**src/rtl/temp_range_ctrl_if.sv**
```systemverilog
// Measurement-side bundle between a temperature consumer and temp_range_ctrl.
// master drives enable/sample/ack; slave (the controller) returns range, fan drive and status.
interface temp_range_ctrl_if;
  logic       en_m1;
  logic [4:0] temperatura;
  logic       lect;
  logic [1:0] rango;
  logic       pwm;
  logic       dato_listo;
  logic       overrun;
  logic       busy;

  modport master (
    output en_m1, temperatura, lect,
    input  rango, pwm, dato_listo, overrun, busy
  );

  modport slave (
    input  en_m1, temperatura, lect,
    output rango, pwm, dato_listo, overrun, busy
  );
endinterface

```
**src/rtl/temp_range_ctrl.sv**
```systemverilog
// Averages four temperature samples, classifies the mean into four ranges and drives a fan PWM.
// Optional downward hysteresis when TEMP_RANGE_HYST_EN is defined.
module temp_range_ctrl #(
  parameter int unsigned SAMPLE_DIV = 8,
  parameter logic [4:0]  T1         = 5'd15,
  parameter logic [4:0]  T2         = 5'd23,
  parameter logic [4:0]  T3         = 5'd27
) (
  input logic              clk,
  input logic              rst,
  temp_range_ctrl_if.slave bus_io
);

  typedef enum logic [1:0] {StIdle, StWait, StSample, StUpdate} state_e;

  localparam logic [7:0] DivLast = 8'(SAMPLE_DIV - 1);

  state_e     state_q, state_d;
  logic [7:0] div_q, div_d;
  logic [6:0] acc_q, acc_d;
  logic [1:0] cnt_q, cnt_d;
  logic [1:0] rango_q, rango_d;
  logic       dato_listo_q, dato_listo_d;
  logic       overrun_q, overrun_d;
  logic [3:0] pwm_cnt_q;

  logic [4:0] avg;
  logic [1:0] avg_class;
  logic [1:0] rango_new;
  logic       dato_hold;
  logic [4:0] duty;

  assign avg       = acc_q[6:2];
  assign dato_hold = dato_listo_q & ~bus_io.lect;

  always_comb begin
    if (avg >= T3) begin
      avg_class = 2'd3;
    end else if (avg >= T2) begin
      avg_class = 2'd2;
    end else if (avg >= T1) begin
      avg_class = 2'd1;
    end else begin
      avg_class = 2'd0;
    end
  end

`ifdef TEMP_RANGE_HYST_EN
  logic [4:0] cur_bound;
  logic       drop_ok;

  // Falling out of range r needs avg < bound(r) - 2; compared as avg + 2 to avoid underflow.
  always_comb begin
    case (rango_q)
      2'd1:    cur_bound = T1;
      2'd2:    cur_bound = T2;
      2'd3:    cur_bound = T3;
      default: cur_bound = 5'd0;
    endcase
    drop_ok = (({1'b0, avg} + 6'd2) < {1'b0, cur_bound});
    if ((avg_class < rango_q) && !drop_ok) begin
      rango_new = rango_q;
    end else begin
      rango_new = avg_class;
    end
  end
`else
  assign rango_new = avg_class;
`endif

  always_comb begin
    state_d      = state_q;
    div_d        = div_q;
    acc_d        = acc_q;
    cnt_d        = cnt_q;
    rango_d      = rango_q;
    dato_listo_d = dato_hold;
    overrun_d    = overrun_q;

    unique case (state_q)
      StIdle: begin
        div_d = 8'd0;
        acc_d = 7'd0;
        cnt_d = 2'd0;
        if (bus_io.en_m1) begin
          state_d = StWait;
        end
      end
      StWait: begin
        if (div_q == DivLast) begin
          div_d   = 8'd0;
          state_d = StSample;
        end else begin
          div_d = div_q + 8'd1;
        end
      end
      StSample: begin
        acc_d   = acc_q + {2'b00, bus_io.temperatura};
        cnt_d   = cnt_q + 2'd1;
        state_d = (cnt_q == 2'd3) ? StUpdate : StWait;
      end
      StUpdate: begin
        rango_d      = rango_new;
        dato_listo_d = 1'b1;
        // A simultaneous ack consumes the old result, so only an unacked one overruns.
        if (dato_listo_q && !bus_io.lect) begin
          overrun_d = 1'b1;
        end
        acc_d   = 7'd0;
        cnt_d   = 2'd0;
        state_d = StWait;
      end
      default: state_d = StIdle;
    endcase

    // Disable aborts the measurement without touching the published result.
    if ((state_q != StIdle) && !bus_io.en_m1) begin
      state_d      = StIdle;
      div_d        = 8'd0;
      acc_d        = 7'd0;
      cnt_d        = 2'd0;
      rango_d      = rango_q;
      dato_listo_d = dato_hold;
      overrun_d    = overrun_q;
    end
  end

  always_ff @(posedge clk or negedge rst) begin
    if (!rst) begin
      state_q      <= StIdle;
      div_q        <= 8'd0;
      acc_q        <= 7'd0;
      cnt_q        <= 2'd0;
      rango_q      <= 2'd0;
      dato_listo_q <= 1'b0;
      overrun_q    <= 1'b0;
      pwm_cnt_q    <= 4'd0;
    end else begin
      state_q      <= state_d;
      div_q        <= div_d;
      acc_q        <= acc_d;
      cnt_q        <= cnt_d;
      rango_q      <= rango_d;
      dato_listo_q <= dato_listo_d;
      overrun_q    <= overrun_d;
      pwm_cnt_q    <= pwm_cnt_q + 4'd1;
    end
  end

  always_comb begin
    unique case (rango_q)
      2'd0:    duty = 5'd0;
      2'd1:    duty = 5'd6;
      2'd2:    duty = 5'd11;
      default: duty = 5'd16;
    endcase
  end

  assign bus_io.pwm        = ({1'b0, pwm_cnt_q} < duty);
  assign bus_io.rango      = rango_q;
  assign bus_io.dato_listo = dato_listo_q;
  assign bus_io.overrun    = overrun_q;
  assign bus_io.busy       = (state_q != StIdle);

endmodule

```
**src/flat_wrapper.sv**
```systemverilog
// flat-port wrapper written by rule: the top's interface ports become plain ports
module temp_range_ctrl_flat 
#(
  parameter int unsigned SAMPLE_DIV = 8,
  parameter logic [4:0]  T1         = 5'd15,
  parameter logic [4:0]  T2         = 5'd23,
  parameter logic [4:0]  T3         = 5'd27
)
  (clk, rst, bus_io_en_m1, bus_io_temperatura, bus_io_lect, bus_io_rango, bus_io_pwm, bus_io_dato_listo, bus_io_overrun, bus_io_busy);
  temp_range_ctrl_if bus_io_i ();
  input logic clk;
  input logic rst;
  input wire logic [$bits(bus_io_i.en_m1)-1:0] bus_io_en_m1;
  input wire logic [$bits(bus_io_i.temperatura)-1:0] bus_io_temperatura;
  input wire logic [$bits(bus_io_i.lect)-1:0] bus_io_lect;
  output wire logic [$bits(bus_io_i.rango)-1:0] bus_io_rango;
  output wire logic [$bits(bus_io_i.pwm)-1:0] bus_io_pwm;
  output wire logic [$bits(bus_io_i.dato_listo)-1:0] bus_io_dato_listo;
  output wire logic [$bits(bus_io_i.overrun)-1:0] bus_io_overrun;
  output wire logic [$bits(bus_io_i.busy)-1:0] bus_io_busy;
  assign bus_io_i.en_m1 = bus_io_en_m1;
  assign bus_io_i.temperatura = bus_io_temperatura;
  assign bus_io_i.lect = bus_io_lect;
  assign bus_io_rango = bus_io_i.rango;
  assign bus_io_pwm = bus_io_i.pwm;
  assign bus_io_dato_listo = bus_io_i.dato_listo;
  assign bus_io_overrun = bus_io_i.overrun;
  assign bus_io_busy = bus_io_i.busy;
  temp_range_ctrl #(.SAMPLE_DIV(SAMPLE_DIV), .T1(T1), .T2(T2), .T3(T3)) u_core (.clk(clk), .rst(rst), .bus_io(bus_io_i));
endmodule
```
**config.mk**
```make
export PLATFORM = sky130hd
export DESIGN_NAME = temp_range_ctrl_flat
export DESIGN_NICKNAME = d
export VERILOG_FILES = /design/src/rtl/temp_range_ctrl_if.sv /design/src/rtl/temp_range_ctrl.sv /design/src/flat_wrapper.sv
export SDC_FILE = /design/constraint.sdc
export NUM_CORES = 1
export LEC_CHECK = 0
export ABC_AREA = 1
export CAP_MARGIN = 20
export CORE_MARGIN = 2
export CORE_UTILIZATION = 55
export CTS_BUF_LIST = sky130_fd_sc_hd__clkbuf_8
export DETAILED_ROUTE_END_ITERATION = 12
export MAX_ROUTING_LAYER = met4
export PLACE_DENSITY = 0.8
export SYNTH_ARGS = -nofsm -noshare
export SYNTH_HDL_FRONTEND = slang
export SYNTH_SLANG_ARGS = --single-unit
```
**constraint.sdc**
```tcl
create_clock -name clk -period 2.1 [get_ports clk]
set_input_delay 0.315 -clock clk [delete_from_list [all_inputs] [get_ports clk]]
set_output_delay 0.315 -clock clk [all_outputs]
set_load 0.01 [all_outputs]
```
# After elaboration in Yosys (flattened, before gate mapping)
# Index checks and enable logic that the tools add are counted.
dict set report word_totals {
  ff_bits 27
  inputBits 9
  out_inout_bits 6
  word_cells 59
}
dict set report op_classes {
  n_addsub 4
  magnitude_cmp 4
  n_eq_ne 9
  mux 18
  bitwise 3
  reduce_logical 13
}
# op n
set ops {}
lappend ops {{8-bit 2-to-1 mux} 2}
lappend ops {{8-bit one-hot mux with 2 select lines} 1}
lappend ops {{5-bit one-hot mux with 3 select lines} 1}
lappend ops {{2-bit 2-to-1 mux} 7}
lappend ops {{7-bit one-hot mux with 2 select lines} 1}
lappend ops {{5-bit greater-or-equal comparator (second input constant)} 2}
lappend ops {{8-bit by 1-bit adder with 8-bit output (second input constant)} 1}
lappend ops {{2-bit equality test (second input constant)} 4}
lappend ops {{8-bit by 3-bit equality test with 1-bit output (second input constant)} 1}
lappend ops {{2-bit one-hot mux with 4 select lines} 1}
lappend ops {{7-bit by 5-bit adder with 7-bit output} 1}
lappend ops {{7-bit 2-to-1 mux} 1}
lappend ops {{3-bit nonzero test} 2}
lappend ops {{5-bit by 4-bit greater-or-equal comparator with 1-bit output (second input constant)} 1}
lappend ops {{4-bit by 5-bit less-than comparator with 1-bit output} 1}
lappend ops {{4-bit by 1-bit adder with 4-bit output (second input constant)} 1}
lappend ops {{2-bit by 1-bit equality test with 1-bit output (second input constant)} 2}
lappend ops {{2-bit zero test} 2}
lappend ops {{2-bit one-hot mux with 2 select lines} 1}
lappend ops {{2-bit AND reduction} 2}
lappend ops {{1-bit 2-to-1 mux} 3}
lappend ops {{3-bit by 1-bit != test with 1-bit output (second input constant)} 1}
lappend ops {{3-bit by 2-bit != test with 1-bit output (second input constant)} 1}
lappend ops {{3-bit AND reduction} 1}
lappend ops {{other kinds (7)} 10}

# Depth between registers and ports, before layout
dict set report depth {
  depth_word 4
  depth_mapped 11
  mapped_depth_nobuf 11
}

# Least setup slack after synthesis
# Ideal clock, no wire load.
dict set report synth_path {
  kind {reg2out}
  startpoint {register u_core.rango_q[0] (netlist: u_core.bus_io.rango[0])}
  endpoint {output bus_io_pwm}
  arrival_ns 1.480
  required_ns 1.785
  setup_slack_ns 0.305
  stages_incl_launch_ff 9
  n_path_buf 0
  path_cell_list {dfrtp_1 -> inv_1 -> ha_1 -> ha_1 -> a21oi_1 -> nor2_1 -> o21ai_0 -> nand2_1 -> nand2_1}
}
dict set report synth_between {
  elab_chain_len 3
  elab_cells_between_ends 5
  classes_between {order compare: 1; eq/ne: 2; mux: 1; reduce/logical: 1}
}
# item line_no
set synth_lines {}
lappend synth_lines {{start, declared} temp_range_ctrl.sv:22} ;# logic [1:0] rango_q, rango_d;
lappend synth_lines {{start signal, assigned} temp_range_ctrl.sv:143} ;# rango_q <= rango_d;
lappend synth_lines {{2-bit equality test (tied with other cells)} temp_range_ctrl.sv:151} ;# unique case (rango_q)
lappend synth_lines {{5-bit one-hot mux with 3 select lines (*)} temp_range_ctrl.sv:151}
lappend synth_lines {{4-bit by 5-bit less-than comparator with 1-bit output (*)} temp_range_ctrl.sv:159} ;# assign bus_io.pwm = ({1'b0, pwm_cnt_q} < duty);
lappend synth_lines {{end, declared} flat_wrapper.sv:17} ;# output wire logic [$bits(bus_io_i.pwm)-1:0] bus_io_pwm;
# Mark *: on every way between the ends. The rest lies on a longest branch, timed or not.

# Worst setup path in the final report
dict set report layout_path {
  startpoint {register u_core.rango_q[1] (netlist: u_core.bus_io.rango[1])}
  endpoint {output bus_io_pwm}
}
# The elaborated chain is that of the path after synthesis.

==> results.json <==
{
  "status": "finished clean",
  "netlist.area_leader.share_pct": 41.6,
  "synthMuxAreaShare_pct": 0,
  "ir_drop_mv": 0.773,
  "synth_common_cells": "nand2_1, inv_1, dfrtp_1",
  "powerDensity_nw_per_um2": 994,
  "dieWidth_um": 58.4,
  "cts_setup_buffers": 0,
  "num_antenna_cells": 0,
  "drtPass1Iterations": 4,
  "ctsHoldBuffers": 0,
  "worstPathRequired_ns": 1.78,
  "drt-total-wl_mm": 2.99,
  "syn_area_sq_um": 1630,
  "vias_per_cell": 5.27,
  "ios": 15,
  "synth_cells": 205,
  "grt_pass1_wl_mm": 5.55,
  "synth-seq-cells": 27,
  "setup-violations-final": 0,
  "place_ws_ns": -0.190,
  "synth_nets": 233,
  "antenna_found_initial": 0,
  "drt_iter0_markers": 26,
  "skew_ns": 0.00212,
  "ys_async_sr_fraction_pct": 100,
  "h-tree-depth": 1,
  "nNetsFinal": 256,
  "fmax_ghz": 0.496,
  "die-area_sq_um": 3410,
  "io_buffer_count": 14,
  "synth_edf_count": 0,
  "cts_tree": "built",
  "wire_per_inst_um": 11.6,
  "yosysTopAreaCell": "dfrtp_1",
  "critPathKind": "register to output pin",
  "drive_above_1_share_pct": 9.25,
  "final_cells": 258,
  "yosys.area_share.simple_pct": 22.8,
  "drc": 0,
  "grt_pass1_vias": 1343,
  "synth_flop_cell": "dfrtp_1",
  "hold_viol": 0,
  "synth-compound-area-share_pct": 9.39,
  "leakage_nw": 0.983,
  "core_sq_um": 2780,
  "initial_core_util_pct": 58.4,
  "hpwl_mm": 2.35,
  "track_usage_pct": 21.7,
  "dp_cells": 255,
  "maxCapViolCount": 0,
  "slew-limit-headroom_pct": 76.2,
  "finalPower_mw": 1.91,
  "numCtsBuffers": 3,
  "synth.most_common_cell": "nand2_1",
  "clock_sinks": 27,
  "routabilityCongestion": 0.778,
  "clkLatencyLatePin_ns": 0.27,
  "area_delta_synth_final_pct": 18.2,
  "hold_class": "primary input to asynchronous set/reset pin",
  "fin_ws_ns": 0.0832,
  "clk_pin_slew_worst_paths_ns": 0.09,
  "ys_seq_area_share_pct": 41.6,
  "grt.overflow.total": 0,
  "die_h_um": 58.4,
  "finalCritPeriodShare_pct": 96.0,
  "post-route-util_pct": 69.1,
  "ctsLongestPathBuffers": 2,
  "grt_max_degree": 28,
  "synth_top_family_by_area": "simple AND/OR/NAND/NOR gates",
  "row_count": 19,
  "critPathMaxFanout": 4,
  "worst_setup_path_start_kind": "register",
  "synth_area_leaders": "dfrtp_1, ha_1, nand2_1, inv_1, nor2_1",
  "synthAdderAreaFrac_pct": 15.1,
  "fin_crit_ns": 2.02,
  "hold-worst-slack_ns": 0.421,
  "cts_root_buf": "clkbuf_8",
  "vias": 1360,
  "synth.avg_cell_area_sq_um": 7.93,
  "arrival_ns": 1.70,
  "crit_path_end_kind": "output pin",
  "yosys_warnings": 0,
  "synth_cell_types": 20,
  "synthXorXnorAreaFrac_pct": 2.16,
  "worst_pin_slew_ns": 0.355,
  "maxSlewViolCount": 0,
  "antenna_left": 0
}
-- path summary, 6_finish.rpt --
path | startpoint | end | slack (ns) | depth (start not counted)
worst max-delay path | u_core.bus_io.rango[1] | bus_io_pwm | 0.08 | 8
worst min-delay path | rst | u_core.bus_io.rango[0] | 0.42 | 2
worst max register to register | u_core.state_q[1] | u_core.acc_q[4] | 0.40 | 8
worst min register to register | u_core.bus_io.overrun | u_core.bus_io.overrun | 0.47 | 2
max in group asynchronous | rst | u_core.bus_io.rango[1] | 1.40 | 2
min in group clk | u_core.bus_io.overrun | u_core.bus_io.overrun | 0.47 | 2
-- stage by stage --
stage / instance area, sq um / TNS, ns
detailed placement: 1840 / -0.207
CTS: 1900 / 0
global route: 1920 / -0.0109
global placement: 1840 / -0.0918
floorplan: 1630 / 0
finish: 1920 / 0
-- critical path, stage by stage, from the launching register on --
cell     delay, ns
dfrtp_2       0.45
ha_4          0.28
ha_4          0.19
a21oi_2       0.12
nor2_1        0.05
o21ai_1       0.12
nand2_1       0.06
nand2_1       0.05
buf_2         0.12
-- flip-flops by register name, indices dropped and copies added (netlist names) --
register and count:
u_core.div_q 8, u_core.acc_q 7, u_core.pwm_cnt_q 4, u_core.bus_io.rango 2
u_core.cnt_q 2, u_core.state_q 2, u_core.bus_io.dato_listo 1, u_core.bus_io.overrun 1
-- kinds of logic (layout without fill, tap and decap cells) --
logic type | Yosys count | after routing
buffers and inverters | 39 | 61
AOI/OAI and AO/OA | 27 | 27
adders and majority gates | 19 | 19
and+or+nand+nor | 89 | 89
DFF | 27 | 27
xor gates and xnor gates | 4 | 4
-- where the power goes --
part	switching, mW	internal, mW	total [mW]
Combinational	0.536	0.403	0.940
Sequential	0.0827	0.600	0.683
Clock	0.154	0.133	0.287
-- area by class of cell --
class | instances | area [sq um]
fillers | 242 | 861
flip-flops and latches | 27 | 677
clock inverters | 1 | 5.00
inverters | 39 | 146
well taps | 31 | 38.8
clock buffers | 3 | 41.3
repair buffers | 18 | 165
multi-input cells | 139 | 847
-- routing by layer --
metal,track usage (%),wire (um),up-vias
met2,37.4,1530,20
met4,6.31,31,0
met1,25.4,1340,640
met5,-,0,-
met3,4.84,88,4
li1,-,-,696
-- timing repair --
item                       in CTS  in global routing
setup endpoints to repair       1                  1
pin swaps                       0                  4
gates resized for setup         8                  4
-- placed cells by master, fill, tap and decap left out, types with 4 or more instances in the layout --
master / instances
a21oi_1: 5
buf_4: 4
clkdlybuf4s50_1: 13
dfrtp_1: 26
ha_1: 14
inv_1: 38
nand2_1: 47
nand3_1: 13
nor2_1: 19
nor3_1: 4
o21ai_0: 13
Note: power is estimated with default switching activity, not from simulation.
